**src/rtl/multicycle_core_seq.sv**
```systemverilog
// rtl/multicycle_core_seq.sv - multi-cycle fetch/execute/memory/writeback sequencer
module multicycle_core_seq #(
  parameter logic [31:0] RESET_PC = 32'h8000_0000,
  parameter logic [15:0] TIMEOUT  = 16'd1024,
  parameter int          CNT_W    = 32
) (
  input  logic             clk,
  input  logic             rst,
  output logic             imem_req_valid,
  input  logic             imem_req_ready,
  output logic [31:0]      imem_addr,
  input  logic             imem_rsp_valid,
  input  logic [31:0]      imem_rsp_data,
  output logic [31:0]      inst,
  output logic [31:0]      pc,
  input  logic             dec_mem_read,
  input  logic             dec_mem_write,
  input  logic             dec_reg_write,
  input  logic             dec_ebreak,
  input  logic [31:0]      exu_pc_next,
  output logic             dmem_req_valid,
  input  logic             dmem_req_ready,
  output logic             dmem_we,
  input  logic             dmem_rsp_valid,
  input  logic [31:0]      dmem_rsp_data,
  output logic [31:0]      load_data,
  output logic             rf_wen,
  output logic             halt,
  output logic             err,
  output logic [CNT_W-1:0] cycle_cnt,
  output logic [CNT_W-1:0] instret_cnt
);

  typedef enum logic [2:0] {
    S_FETCH, S_IWAIT, S_EXEC, S_MEM, S_MWAIT, S_WB, S_HALT, S_ERROR
  } state_t;

  // Last wait count that may still make progress before the handshake is declared dead
  localparam logic [15:0] TMO_LAST = TIMEOUT - 16'd1;

  state_t      state;
  state_t      state_next;
  logic [15:0] wait_cnt;
  logic        waiting;

  assign waiting = (state == S_FETCH) || (state == S_IWAIT) ||
                   (state == S_MEM)   || (state == S_MWAIT);

  // Outputs decode from state; gated by reset so the reset state (FETCH) issues nothing while held
  assign imem_req_valid = rst && (state == S_FETCH);
  assign imem_addr      = pc;
  assign dmem_req_valid = rst && (state == S_MEM);
  assign dmem_we        = rst && (state == S_MEM) && dec_mem_write;
  assign rf_wen         = rst && (state == S_WB) && dec_reg_write;
  assign halt           = rst && (state == S_HALT);
  assign err            = rst && (state == S_ERROR);

  // Next-state: normal sequencing, then a stalled handshake at its last allowed cycle overrides to ERROR
  always_comb begin
    state_next = state;
    case (state)
      S_FETCH: if (imem_req_ready) state_next = S_IWAIT;
      S_IWAIT: if (imem_rsp_valid) state_next = S_EXEC;
      S_EXEC: begin
        if (dec_ebreak)                         state_next = S_HALT;
        else if (dec_mem_read || dec_mem_write) state_next = S_MEM;
        else                                    state_next = S_WB;
      end
      S_MEM:   if (dmem_req_ready) state_next = S_MWAIT;
      S_MWAIT: if (dmem_rsp_valid) state_next = S_WB;
      S_WB:    state_next = (exu_pc_next[1:0] != 2'b00) ? S_ERROR : S_FETCH;
      S_HALT:  state_next = S_HALT;
      S_ERROR: state_next = S_ERROR;
      default: state_next = S_ERROR;
    endcase
    if ((TIMEOUT != 16'd0) && waiting && (wait_cnt == TMO_LAST) && (state_next == state))
      state_next = S_ERROR;
  end

  // State register and per-state wait counter (restarts on every transition)
  always_ff @(posedge clk or negedge rst) begin
    if (!rst) begin
      state    <= S_FETCH;
      wait_cnt <= '0;
    end else begin
      state <= state_next;
      if (state_next != state) wait_cnt <= '0;
      else if (waiting)        wait_cnt <= wait_cnt + 16'd1;
      else                     wait_cnt <= '0;
    end
  end

  // Architectural registers: instruction latch, load latch, PC commit in WB
  always_ff @(posedge clk or negedge rst) begin
    if (!rst) begin
      inst      <= '0;
      load_data <= '0;
      pc        <= RESET_PC;
    end else begin
      if ((state == S_IWAIT) && imem_rsp_valid)                   inst      <= imem_rsp_data;
      if ((state == S_MWAIT) && dmem_rsp_valid && !dec_mem_write) load_data <= dmem_rsp_data;
      if (state == S_WB)                                          pc        <= exu_pc_next;
    end
  end

  // Counters: cycles run until HALT/ERROR; ebreak retires on its way into HALT
  always_ff @(posedge clk or negedge rst) begin
    if (!rst) begin
      cycle_cnt   <= '0;
      instret_cnt <= '0;
    end else begin
      if ((state != S_HALT) && (state != S_ERROR)) cycle_cnt <= cycle_cnt + CNT_W'(1);
      if ((state == S_WB) || ((state == S_EXEC) && dec_ebreak))
        instret_cnt <= instret_cnt + CNT_W'(1);
    end
  end

endmodule

```
**config.mk**
```make
export PLATFORM = sky130hd
export DESIGN_NAME = multicycle_core_seq
export DESIGN_NICKNAME = d
export VERILOG_FILES = /design/src/rtl/multicycle_core_seq.sv
export SDC_FILE = /design/constraint.sdc
export NUM_CORES = 1
export LEC_CHECK = 0
export ABC_AREA = 1
export BUFFER_PORTS_ARGS = -buffer_cell sky130_fd_sc_hd__buf_2
export CAP_MARGIN = 20
export CORE_MARGIN = 2
export CORE_UTILIZATION = 28
export CTS_CLUSTER_SIZE = 30
export DETAILED_ROUTE_END_ITERATION = 12
export HOLD_SLACK_MARGIN = 0.05
export SLEW_MARGIN = 25
export SYNTH_ARGS = -nofsm -noshare
export SYNTH_HDL_FRONTEND = slang
export SYNTH_SLANG_ARGS = --single-unit
```
**constraint.sdc**
```tcl
create_clock -name clk -period 3.2 [get_ports clk]
set_input_delay 0.32 -clock clk [delete_from_list [all_inputs] [get_ports clk]]
set_output_delay 0.32 -clock clk [all_outputs]
set_load 0.03 [all_outputs]
```
=== Word level (Yosys, flattened, before mapping) ===
Index checks and enable logic that the tools add are counted.

* Register bits: 179
* Bits of input ports: 106
* Output and inout port bits: 198

* Add/subtract/negate cells: 3
* Equality and inequality tests: 12
* Multiplexer cells: 11
* Reductions and logical operators: 22

{| class="wikitable"
|+ Operators by type and width
! cell !! number
|-
| 32-bit by 1-bit adder with 32-bit output, second input constant || 2
|-
| 16-bit 2-to-1 mux || 2
|-
| 3-bit 2-to-1 mux || 8
|-
| 3-bit one-hot mux with 8 select lines || 1
|-
| 16-bit by 1-bit adder with 16-bit output, second input constant || 1
|-
| 16-bit by 10-bit == test with 1-bit output, second input constant || 1
|-
| 1-bit logical AND || 14
|-
| 3-bit == test, second input constant || 4
|-
| 3-bit by 2-bit == test with 1-bit output, second input constant || 2
|-
| 3-bit != test, second input constant || 2
|-
| 1-bit logical OR || 5
|-
| 3-bit by 1-bit == test with 1-bit output, second input constant || 1
|-
| 3-bit == test || 1
|-
| 3-bit logical NOT || 1
|-
| 3-bit != test || 1
|-
| 2-bit nonzero test || 1
|-
| 1-bit logical NOT || 1
|}

=== Depth between registers and ports, before layout ===
Gate-level depths: netlist of the first run.

* Depth in word-level cells: 9
* Depth in mapped cells: 13
* Mapped depth without buffers: 11

=== Worst setup path before layout of the first run ===
No wires, ideal clock.

* Path type: register to register
* Start point: register cycle_cnt[0]
* End point: register cycle_cnt[26]
* Arrival time: 1.793 ns
* Data required time: 3.082 ns
* Path slack: 1.289 ns
* Cell stages (with the launch flop): 12
* Path through: dfrtp_1 ha_1 nand3_4 or2_4 nor2_4 nand2_2 nor2_4 nand2_2 nor2_4 nand2_1 nand2_1 nand2_1

* Longest elaborated chain between the ends: 1

{| class="wikitable"
|+ Ends and longest elaborated chain
! element !! RTL line !! source
|-
| from (decl) || 30 || <nowiki>output logic [CNT_W-1:0] cycle_cnt,</nowiki>
|-
| from (signal assigned) || 112 || <nowiki>if ((state != S_HALT) && (state != S_ERROR)) cycle_cnt <= cycle_cnt + CNT_W'(1);</nowiki>
|-
| 32-bit by 1-bit adder with 32-bit output || 112 ||
|}

Every way passes these cells.
A chain may end at the register's enable or synchronous reset.

=== Worst setup path after layout of the first run ===
* Start point: register state[2]
* End point: output halt

* Longest elaborated chain between the ends: 2

{| class="wikitable"
|+ Ends and longest elaborated chain
! element !! RTL line !! source
|-
| from (decl) || 41 || <nowiki>state_t state;</nowiki>
|-
| from (signal assigned) || 86 || <nowiki>state <= state_next;</nowiki>
|-
| 3-bit == test || 55 || <nowiki>assign halt = rst && (state == S_HALT);</nowiki>
|-
| 1-bit logical AND || 55 ||
|-
| to (decl) || 28 || <nowiki>output logic halt,</nowiki>
|}

Every way passes these cells.

==> run_results.csv, run 1 <==
group,metric,value,unit
outcome,status,"completed",
finish,final_area,11000,um^2
route,ant_nets,0,
synthesis,synth_cell_types,36,
floorplan,die_w,179,um
synthesis,synth_area_leader_cell,"dfrtp_1",
finish,diodes,0,
placement,dpl_cell_area,10300,um^2
route,drt-total-wl,22.7,mm
power,power.density,432,nW/um^2
route,drt_iter0_drc,348,
clock_tree,cts_hold_buf,0,
synthesis,synth_area_leaders,"dfrtp_1 52%, nand2_1 10%, mux2_2 8.4%",
floorplan,design.die.area,32200,um^2
finish,drive_gt1_frac,0.390,
placement,place_congestion,0.890,
power,p_leak,5.52,nW
finish,syn_to_final_growth,27.2,%
power,max-vdd-ir-drop,0.309,mV
timing,hold_viol,0,
synthesis,synthCells,884,
timing,setup_tns,0,ns
synthesis,synth_top_cells_by_count,"229 x nand2_1, 178 x dfrtp_1, 73 x inv_1",
floorplan,start_util,0.283,
clock_tree,cts_buffers,17,
timing,slew_headroom,0.506,
timing,fmax,438,MHz
route,drc,0,
synthesis,yosysMostFrequentCell,"nand2_1",
timing,rsz0062_at_grt,"false",
global_routing,grt_pass1_wl,36.6,mm
worst_setup_path,cp_max_fo,10,
global_routing,overflow,0,
timing,setup_viol,0,
floorplan,die_h,179,um
synthesis,syn_avg_cell_area,9.75,um^2
timing,slew_violations,0,
global_routing,grt_max_degree,129,
synthesis,yosys_most_used_dff,"dfrtp_1",
placement,pre_cts_slack,0.966,ns
global_routing,grt_usage,0.142,
clock_tree,clkLatencyLatePin,0.44,ns
synthesis,yosysWarningCount,0,
clock_tree,clockBufferDepth,2,
global_routing,antenna_found_initial,0,
timing,fin_crit_sh,0.713,
timing,fin_crit,2.28,ns
timing,fin_ws,0.918,ns
finish,finalNetCount,1272,
clock_tree,cts_tree,"built",
clock_tree,cts.sinks,179,
worst_setup_path,endpoint_kind,"primary output",
clock_tree,cts_setup_buffers,0,
floorplan,rows,64,
worst_setup_path,startpoint_type,"flop",
power,power,0.00473,W
clock_tree,clk_pin_slew,0.07,ns
synthesis,syn_nets,993,
finish,utilization,0.360,
route,vias,6825,
worst_hold_path,hp-class,"input pin to async pin",
clock_tree,htree_levels,4,
worst_setup_path,criticalPathCategory,"flop to primary output",
synthesis,synth_edf_count,0,
global_routing,grt_pass1_vias,6877,
worst_setup_path,required,2.88,ns
synthesis,async_flop_share,1.00,
floorplan,pin_count,304,
timing,worst_slew_pin_slew,0.740,ns
clock_tree,root_buffer,"clkbuf_16",
placement,hpwl,17.2,mm
synthesis,synth_top_area_share,0.517,
synthesis,ys_seq_elements,179,
synthesis,synthesis.area,8620,um^2
route,viasPerCell,4.34,
flow_run,drv_cap,0,
worst_setup_path,arrival,1.96,ns
placement,port_buffers,303,
timing,fin_skew,0.0107,ns
floorplan,core_area,30400,um^2
clock_tree,cts_resized,0,
route,firstDrtPassIters,5,
route,wire_per_inst,14.4,um
synthesis,ys_seq_area_frac,0.520,
==> area by class of cell <==
cell class,count,area [um^2]
Timing Repair Buffer,310,1590
Fill cell,3128,19500
Sequential cell,179,4480
Tap cell,396,495
Clock inverter,13,173
Multi-Input combinational cell,577,3490
Inverter,78,293
Clock buffer,19,443
==> final timing paths <==
| check | depth (start not counted) | end | slack (ns) | from |
|---|---|---|---|---|
| worst max-delay path | 3 | halt | 0.92 | state[2] |
| worst min-delay path | 2 | imem_addr[22] | 0.01 | rst |
| worst max register to register | 8 | wait_cnt[15] | 0.99 | state[2] |
| worst min register to register | 1 | cycle_cnt[31] | 0.46 | cycle_cnt[31] |
| max in group asynchronous | 2 | imem_addr[14] | 2.58 | rst |
| min in group clk | 3 | imem_addr[20] | 0.08 | exu_pc_next[20] |
==> stage by stage <==
stage                     hold slack [ns]  instances
after floorplan                    0.0244        884
after global placement              0.443       1540
after detailed placement            0.453       1540
after CTS                          0.0528       1572
after global routing               0.0638       1572
final                              0.0102       1572
==> registers in the layout, indices dropped and copies added (netlist names) <==
register,flops
instret_cnt,32
inst,32
wait_cnt,16
imem_addr,32
cycle_cnt,32
state,3
load_data,32
==> layout by cell type, fill, tap and decap left out, drive strengths merged <==
master,count
xnor2,11
clkbuf,20
dfrtp,178
or2,4
nor2,93
dfstp,1
mux2,64
nor4,11
clkinv,5
ha,3
nand4,18
o21ai,8
bufinv,3
and3,1
clkinvlp,1
nand3b,7
a21oi,6
inv,82
nor3,28
nand2,234
buf,309
nand3,37
xor2,52
==> critical path, cell delays in order, from the launching register on <==
cell	delay [ns]
dfrtp_1	0.68
nand2_8	0.13
nor3_1	0.42
buf_2	0.29
==> where the power goes <==
group	total [W]	switching (W)	internal, W
Combinational	0.000218	0.000135	0.0000822
Sequential	0.00229	0.0000111	0.00228
Clock	0.00222	0.000957	0.00126
==> routing by layer <==
layer,global-route usage,share of wire,vias up
li1,-,-,3345
met1,0.174,0.43,3271
met2,0.236,0.49,177
met3,0.0415,0.059,32
met4,0.0520,0.022,0
met5,0,0,-
==> logic make-up (layout without fill, tap and decap cells) <==
group,count (synthesis),after routing,share of synthesized area
AOI/OAI and AO/OA,14,14,0.00944
xor gates and xnor gates,63,63,0.0640
buffers and inverters,128,420,0.0751
DFF,179,179,0.520
and+or+nand+nor,433,433,0.244
muxes,64,64,0.0836
adders and majority gates,3,3,0.00436
Power figures use the tool's default switching activity.
==> inputs of run 2 (changes only) <==
Settings changed: ABC_AREA 1 to 0.
Clock period 3.2 ns to 2.4 ns, I/O delays scaled along.
==> run 2 against run 1 <==
  * Total power rose by 150%
  * Critical path depth increased by 2
  * Largest cell class unchanged
  * First-iteration DRC count is 2.6% lower
  * Cell count down 7.6%
  * Largest power group is now combinational logic
  * Sequential cell count unchanged
  * Worst hold slack improved by 0.066 ns
  * Synthesized cell count is 22% lower
  * Clock-buffer cell count stayed put
  * Global-route usage shrank 0.26 points
  * Sequential power is 92% higher
==> run_results.csv, run 2 <==
group,metric,value,unit
synthesis,async_flop_share,1.00,
synthesis,synth_area_leader_cell,"dfrtp_1",
synthesis,syn_avg_cell_area,11.4,um^2
route,firstDrtPassIters,4,
route,viasPerCell,4.25,
clock_tree,clk_pin_slew,0.07,ns
flow_run,drv_cap,0,
worst_setup_path,reg2reg_slack,0.31,ns
worst_setup_path,cp-endpoint,"rf_wen",
finish,n_fill_cell,2711,
floorplan,die_w,171,um
synthesis,yosysWarningCount,0,
finish,drive_gt1_frac,0.399,
finish,mostFrequentLayoutCells,"302 x buf_2, 178 x dfrtp_1, 131 x nand2_1, 96 x dlygate4sd3_1, 66 x mux2_2",
route,drt_iter0_drc,339,
clock_tree,htree_levels,4,
finish,finalNetCount,1169,
worst_setup_path,startpoint_type,"flop",
route,ant_nets,0,
floorplan,core_area,27600,um^2
worst_hold_path,worstHoldPathCells,2,
placement,place_congestion,0.741,
floorplan,start_util,0.283,
finish,final_cells,1453,
timing,slew_headroom,0.530,
route,drt-total-wl,20.7,mm
finish,final_area,11100,um^2
synthesis,synth_cell_types,52,
route,drc,0,
synthesis,syn_nets,795,
timing,fin_crit_sh,0.950,
finish,syn_to_final_growth,42.3,%
worst_setup_path,criticalPathCategory,"flop to primary output",
synthesis,yosysMostFrequentCell,"dfrtp_1",
global_routing,grt_pass1_wl,32.2,mm
timing,hold_viol,0,
global_routing,antenna_found_initial,2,
synthesis,synth_top_area_share,0.570,
route,wire_per_inst,14.3,um
clock_tree,clockBufferDepth,2,
floorplan,die_h,171,um
timing,setup_tns,0,ns
worst_setup_path,reg2reg_to,"instret_cnt[14]",
clock_tree,root_buffer,"clkbuf_16",
power,power.density,1060,nW/um^2
synthesis,ys_seq_area_frac,0.573,
placement,port_buffers,303,
global_routing,grt_usage,0.139,
synthesis,yosys_most_used_dff,"dfrtp_1",
outcome,status,"completed",
timing,fin_crit,2.28,ns
worst_setup_path,slowest_delay,0.46,ns
finish,layout_commonest_cell,"buf_2",
worst_setup_path,cp_max_fo,33,
global_routing,grt_pass1_vias,6102,
timing,fin_skew,0.0119,ns
timing,worst_slew_pin_slew,0.705,ns
worst_setup_path,ff2ff_path_depth,6,
placement,dp_cells,1323,
timing,setup_viol,0,
worst_setup_path,reg2reg_from,"state[2]",
power,power,0.0118,W
worst_hold_path,hp-start,"dmem_rsp_data[0]",
worst_hold_path,hp-class,"input pin to flop",
floorplan,design.die.area,29300,um^2
timing,rsz0062_at_grt,"false",
synthesis,synthesis.area,7810,um^2
synthesis,synth_edf_count,0,
worst_setup_path,crit_start,"state[2]",
worst_setup_path,arrival,2.04,ns
worst_setup_path,cp_slowest_cell,"dfrtp_1",
clock_tree,cts_buffers,17,
worst_setup_path,required,2.16,ns
timing,fmax,439,MHz
synthesis,synthCells,686,
placement,hpwl,14.4,mm
floorplan,pin_count,304,
synthesis,ys_seq_elements,179,
synthesis,synth_top_cells_by_count,"178 x dfrtp_1, 131 x nand2_1, 66 x mux2_2",
floorplan,rows,61,
route,vias,6172,
finish,ff_latch_area,4480,um^2
worst_setup_path,path_cells,"buf_4 > and3b_2 > buf_8 > and3_1 > buf_2",
clock_tree,clkLatencyLatePin,0.43,ns
clock_tree,cts.sinks,179,
power,p_leak,5.56,nW
clock_tree,cts_tree,"built",
worst_setup_path,endpoint_kind,"primary output",
placement,dpl_cell_area,9550,um^2
clock_tree,cts_setup_buffers,0,
global_routing,grt_max_degree,76,
global_routing,overflow,0,
synthesis,synth_area_leaders,"dfrtp_1 57%, mux2_2 9.5%, nand2_1 6.3%",
finish,multi_input_comb_area,2960,um^2
timing,slew_violations,0,
power,max-vdd-ir-drop,0.487,mV
-- run 2: cell count changes in the layout (fill, tap and decap cells not counted), sizes merged, moves of 10 or more --
cell         previous run  this run
xnor2                  11        51
nor2                   93        47
nand3                  37        21
nor3                   28         9
nand2                 234       131
nor4                   11         1
and3                    1        15
xor2                   52        24
dlygate4sd3             0        96
inv                    82        15
and4                    0        10
-- run 2: logic make-up (layout without fill, tap and decap cells) --
family / Yosys count / count (layout) / synth area share
other: 0 / 2 / 0
buffers and inverters: 62 / 449 / 0.0484
muxes: 66 / 66 / 0.0951
AOI/OAI and AO/OA: 25 / 25 / 0.0243
DFF: 179 / 179 / 0.573
xor gates and xnor gates: 75 / 75 / 0.0841
adders and majority gates: 3 / 3 / 0.00480
and+or+nand+nor: 276 / 276 / 0.170
-- run 2: what timing repair did --
item                       in CTS  in global routing
hold buffers                   96                  0
hold endpoints to repair      114                  0
resized for setup               1                  1
setup endpoints to repair       1                  1
-- run 2: area by class of cell --
type | instances | share of cell area
timing repair buffer | 411 | 0.233
antenna | 2 | 0.000450
tap | 378 | 0.0425
sequential | 179 | 0.403
clock buffer | 19 | 0.0407
multi-input combinational | 445 | 0.267
inverter | 6 | 0.00203
clock inverter | 13 | 0.0119
-- run 2: worst min path at each step --
stage	end	slack, ns
finish	load_data[0]	0.08
global route	load_data[0]	0.06
CTS	load_data[0]	0.05
detailed placement	cycle_cnt[18]	0.09
global placement	cycle_cnt[18]	0.09
floorplan	cycle_cnt[0]	-0.06
-- run 2: through the flow --
step	setup slack, ns	hold slack [ns]	util
6_report	0.120	0.0759	0.402
3_3_place_gp	0.360	0.0860	0.346
4_1_cts	0.0424	0.0540	0.402
5_1_grt	0.0116	0.0616	0.402
2_1_floorplan	0.388	-0.0556	-
3_5_place_dp	0.347	0.0862	0.346
-- run 2: routing by layer --
metal / share of wire / vias to the layer above / GRT usage
met3: 0.049 / 22 / 0.0342
met4: 0.017 / 0 / 0.0472
met5: 0 / - / 0
li1: - / 3015 / -
met1: 0.42 / 2984 / 0.168
met2: 0.52 / 151 / 0.242
-- run 2: power breakdown --
part           switching (W)  total (W)  internal, W
Clock                0.00133    0.00278      0.00144
Combinational        0.00318    0.00465      0.00147
Sequential          0.000553    0.00439      0.00383
-- run 2: worst max-delay path: cells and delay by family (launching register included) --
family	cells	cell delay, ns
buffers and inverters	3	0.67
AND/OR/NAND/NOR	2	0.48
flip-flops	1	0.46
==> inputs of run 3 (changes only) <==
Settings changed: CORE_UTILIZATION 28 to 49, MAX_ROUTING_LAYER set to met4, PLACE_DENSITY set to 0.8.
==> run 3 against run 2 <==
  * Sequential cell count did not move
  * Total power is 0.71% lower
  * Clock power is 4% lower
  * Non-clock buffer count decreased by 22
  * Cell count is 13% lower
  * Register-to-register slack lost 0.07 ns
  * Sequential share of layout area rose by 1.5 points
  * Critical endpoint unchanged
==> run_results.csv, run 3 (synthesis gave the netlist of run 2 again) <==
group,metric,value,unit
clock_tree,cts_tree,"built",
route,drt-total-wl,20.1,mm
placement,dp_cells,1158,
global_routing,grt_max_degree,125,
outcome,status,"completed",
clock_tree,cts_setup_buffers,0,
power,clock_power_share,0.226,
route,top_layer_used,"met4",
finish,syn_to_final_growth,37.0,%
clock_tree,htree_levels,4,
worst_setup_path,crit_buf_inv,3,
route,wire_per_inst,15.8,um
placement,port_buffers,303,
floorplan,die_h,130,um
worst_setup_path,required,2.16,ns
worst_hold_path,hp-start,"imem_rsp_data[9]",
route,drc,0,
timing,worst_slew_pin_slew,0.744,ns
timing,hold_viol,0,
power,swShare,0.424,
power,seqPwrFrac,0.375,
finish,ff_latch_area,4480,um^2
finish,multi_input_comb_area,2960,um^2
finish,mostFrequentLayoutCells,"302 x buf_2, 178 x dfrtp_1, 131 x nand2_1, 77 x dlygate4sd3_1, 66 x mux2_2",
finish,final_cells,1269,
finish,n_fill_cell,1176,
worst_setup_path,path_delay_family,"buffers and inverters",
power,power.density,1100,nW/um^2
timing,setup_viol,0,
worst_setup_path,startpoint_type,"flop",
global_routing,overflow,0,
timing,fin_crit_sh,0.931,
clock_tree,cts_buffers,17,
power,p_leak,5.47,nW
floorplan,core_area,15700,um^2
placement,place_congestion,0.888,
clock_tree,cts.sinks,179,
power,power.internal,0.00676,W
route,drt_iter0_drc,292,
timing,fin_skew,0.0141,ns
worst_setup_path,cp_max_fo,33,
worst_setup_path,endpoint_kind,"primary output",
global_routing,grt_pass1_vias,6125,
worst_setup_path,crit_start,"state[1]",
power,netSwitchingPower,0.00497,W
route,firstDrtPassIters,4,
floorplan,die_w,130,um
finish,drive_gt1_frac,0.402,
worst_hold_path,hp-class,"input pin to flop",
global_routing,grt_pass1_wl,31.1,mm
clock_tree,clockBufferDepth,2,
global_routing,grt_usage,0.244,
clock_tree,clk_pin_slew,0.06,ns
worst_setup_path,criticalPathCategory,"flop to primary output",
floorplan,rows,46,
route,vias,6253,
finish,finalNetCount,1147,
worst_setup_path,arrival,1.99,ns
clock_tree,root_buffer,"clkbuf_16",
worst_setup_path,cp_slowest_cell,"dfrtp_1",
timing,slew_violations,0,
power,max-vdd-ir-drop,0.665,mV
floorplan,pin_count,304,
route,viasPerCell,4.93,
timing,fin_crit,2.23,ns
route,wirelength_met1,8.06,mm
timing,rsz0062_at_grt,"false",
timing,fmax,447,MHz
worst_setup_path,slowest_delay,0.41,ns
worst_setup_path,reg2reg_from,"state[1]",
power,p_comb_frac,0.399,
flow_run,drv_cap,0,
global_routing,antenna_found_initial,2,
timing,slew_headroom,0.504,
finish,layout_commonest_cell,"buf_2",
route,ant_nets,0,
clock_tree,clkLatencyLatePin,0.42,ns
floorplan,design.die.area,17000,um^2
route,met2_length,10.4,mm
route,wl_met3,1.16,mm
timing,setup_tns,0,ns
placement,hpwl,13.7,mm
worst_setup_path,path_cells,"buf_4 > and3b_1 > buf_12 > and3_1 > buf_2",
floorplan,start_util,0.497,
==> run 3: changes by cell type in the layout (fill, tap and decap cells not counted), sizes merged <==
cell / previous run / this run
dlygate4sd3: 96 / 77
inv: 15 / 10
clkinv: 4 / 8
buf: 314 / 312
bufinv: 0 / 1
clkbuf: 20 / 19
==> run 3: power by group through the flow <==
| stage | combinational (W) | sequential [W] | clock, W |
|---|---|---|---|
| finish | 0.00468 | 0.00439 | 0.00266 |
| global route | 0.00496 | 0.00450 | 0.00283 |
| CTS | 0.00466 | 0.00437 | 0.00272 |
| detailed placement | 0.00455 | 0.00442 | 0 |
| global placement | 0.00448 | 0.00437 | 0 |
| floorplan | 0.00179 | 0.00599 | 0 |
==> run 3: worst register-to-register path, cell delays in order, from the launching register on <==
cell and delay (ns):
dfrtp_1 0.41, buf_4 0.19, and3b_1 0.38, o211ai_2 0.22
nor3_1 0.50, nand3_1 0.18, xnor2_1 0.16
==> run 3: per-stage QoR <==
stage / cell area (um^2) / utilization / power, W / setup WS, ns / hold slack (ns)
floorplan: 7810 / - / 0.00778 / 0.388 / -0.0556
global placement: 9350 / 0.595 / 0.00885 / 0.388 / 0.430
detailed placement: 9350 / 0.595 / 0.00897 / 0.337 / 0.435
CTS: 10700 / 0.680 / 0.0117 / 0.0793 / 0.0510
global route: 10700 / 0.681 / 0.0123 / 0.0342 / 0.0511
finish: 10700 / 0.681 / 0.0117 / 0.165 / 0.0635
==> run 3: what timing repair did <==
item,CTS,global route
setup endpoints to repair,1,1
hold endpoints to repair,253,1
pin swaps,0,0
hold buffers,76,1
gates resized for setup,1,2
==> run 3: path summary, 6_finish.rpt <==
path	cells after the start	endpoint	slack (ns)
max in group asynchronous	3	imem_addr[15]	1.35
min in group asynchronous	3	imem_addr[2]	0.53
worst max register to register	6	instret_cnt[18]	0.24
worst min register to register	2	imem_addr[31]	0.47
worst min-delay path	2	inst[9]	0.06
worst max-delay path	5	rf_wen	0.17
==> run 3: routing by layer <==
layer | GRT usage | vias up
met4 | 0.0816 | 0
met2 | 0.411 | 190
met3 | 0.0578 | 34
li1 | - | 2979
met1 | 0.289 | 3050
met5 | - | -
==> run 3: layout make-up <==
type	instances	share of cell area
clock buffers	19	0.0414
flip-flops and latches	179	0.418
diodes	2	0.000467
inverters	6	0.00210
multi-input cells	445	0.277
well taps	216	0.0252
clock inverters	13	0.0118
repair buffers	389	0.224
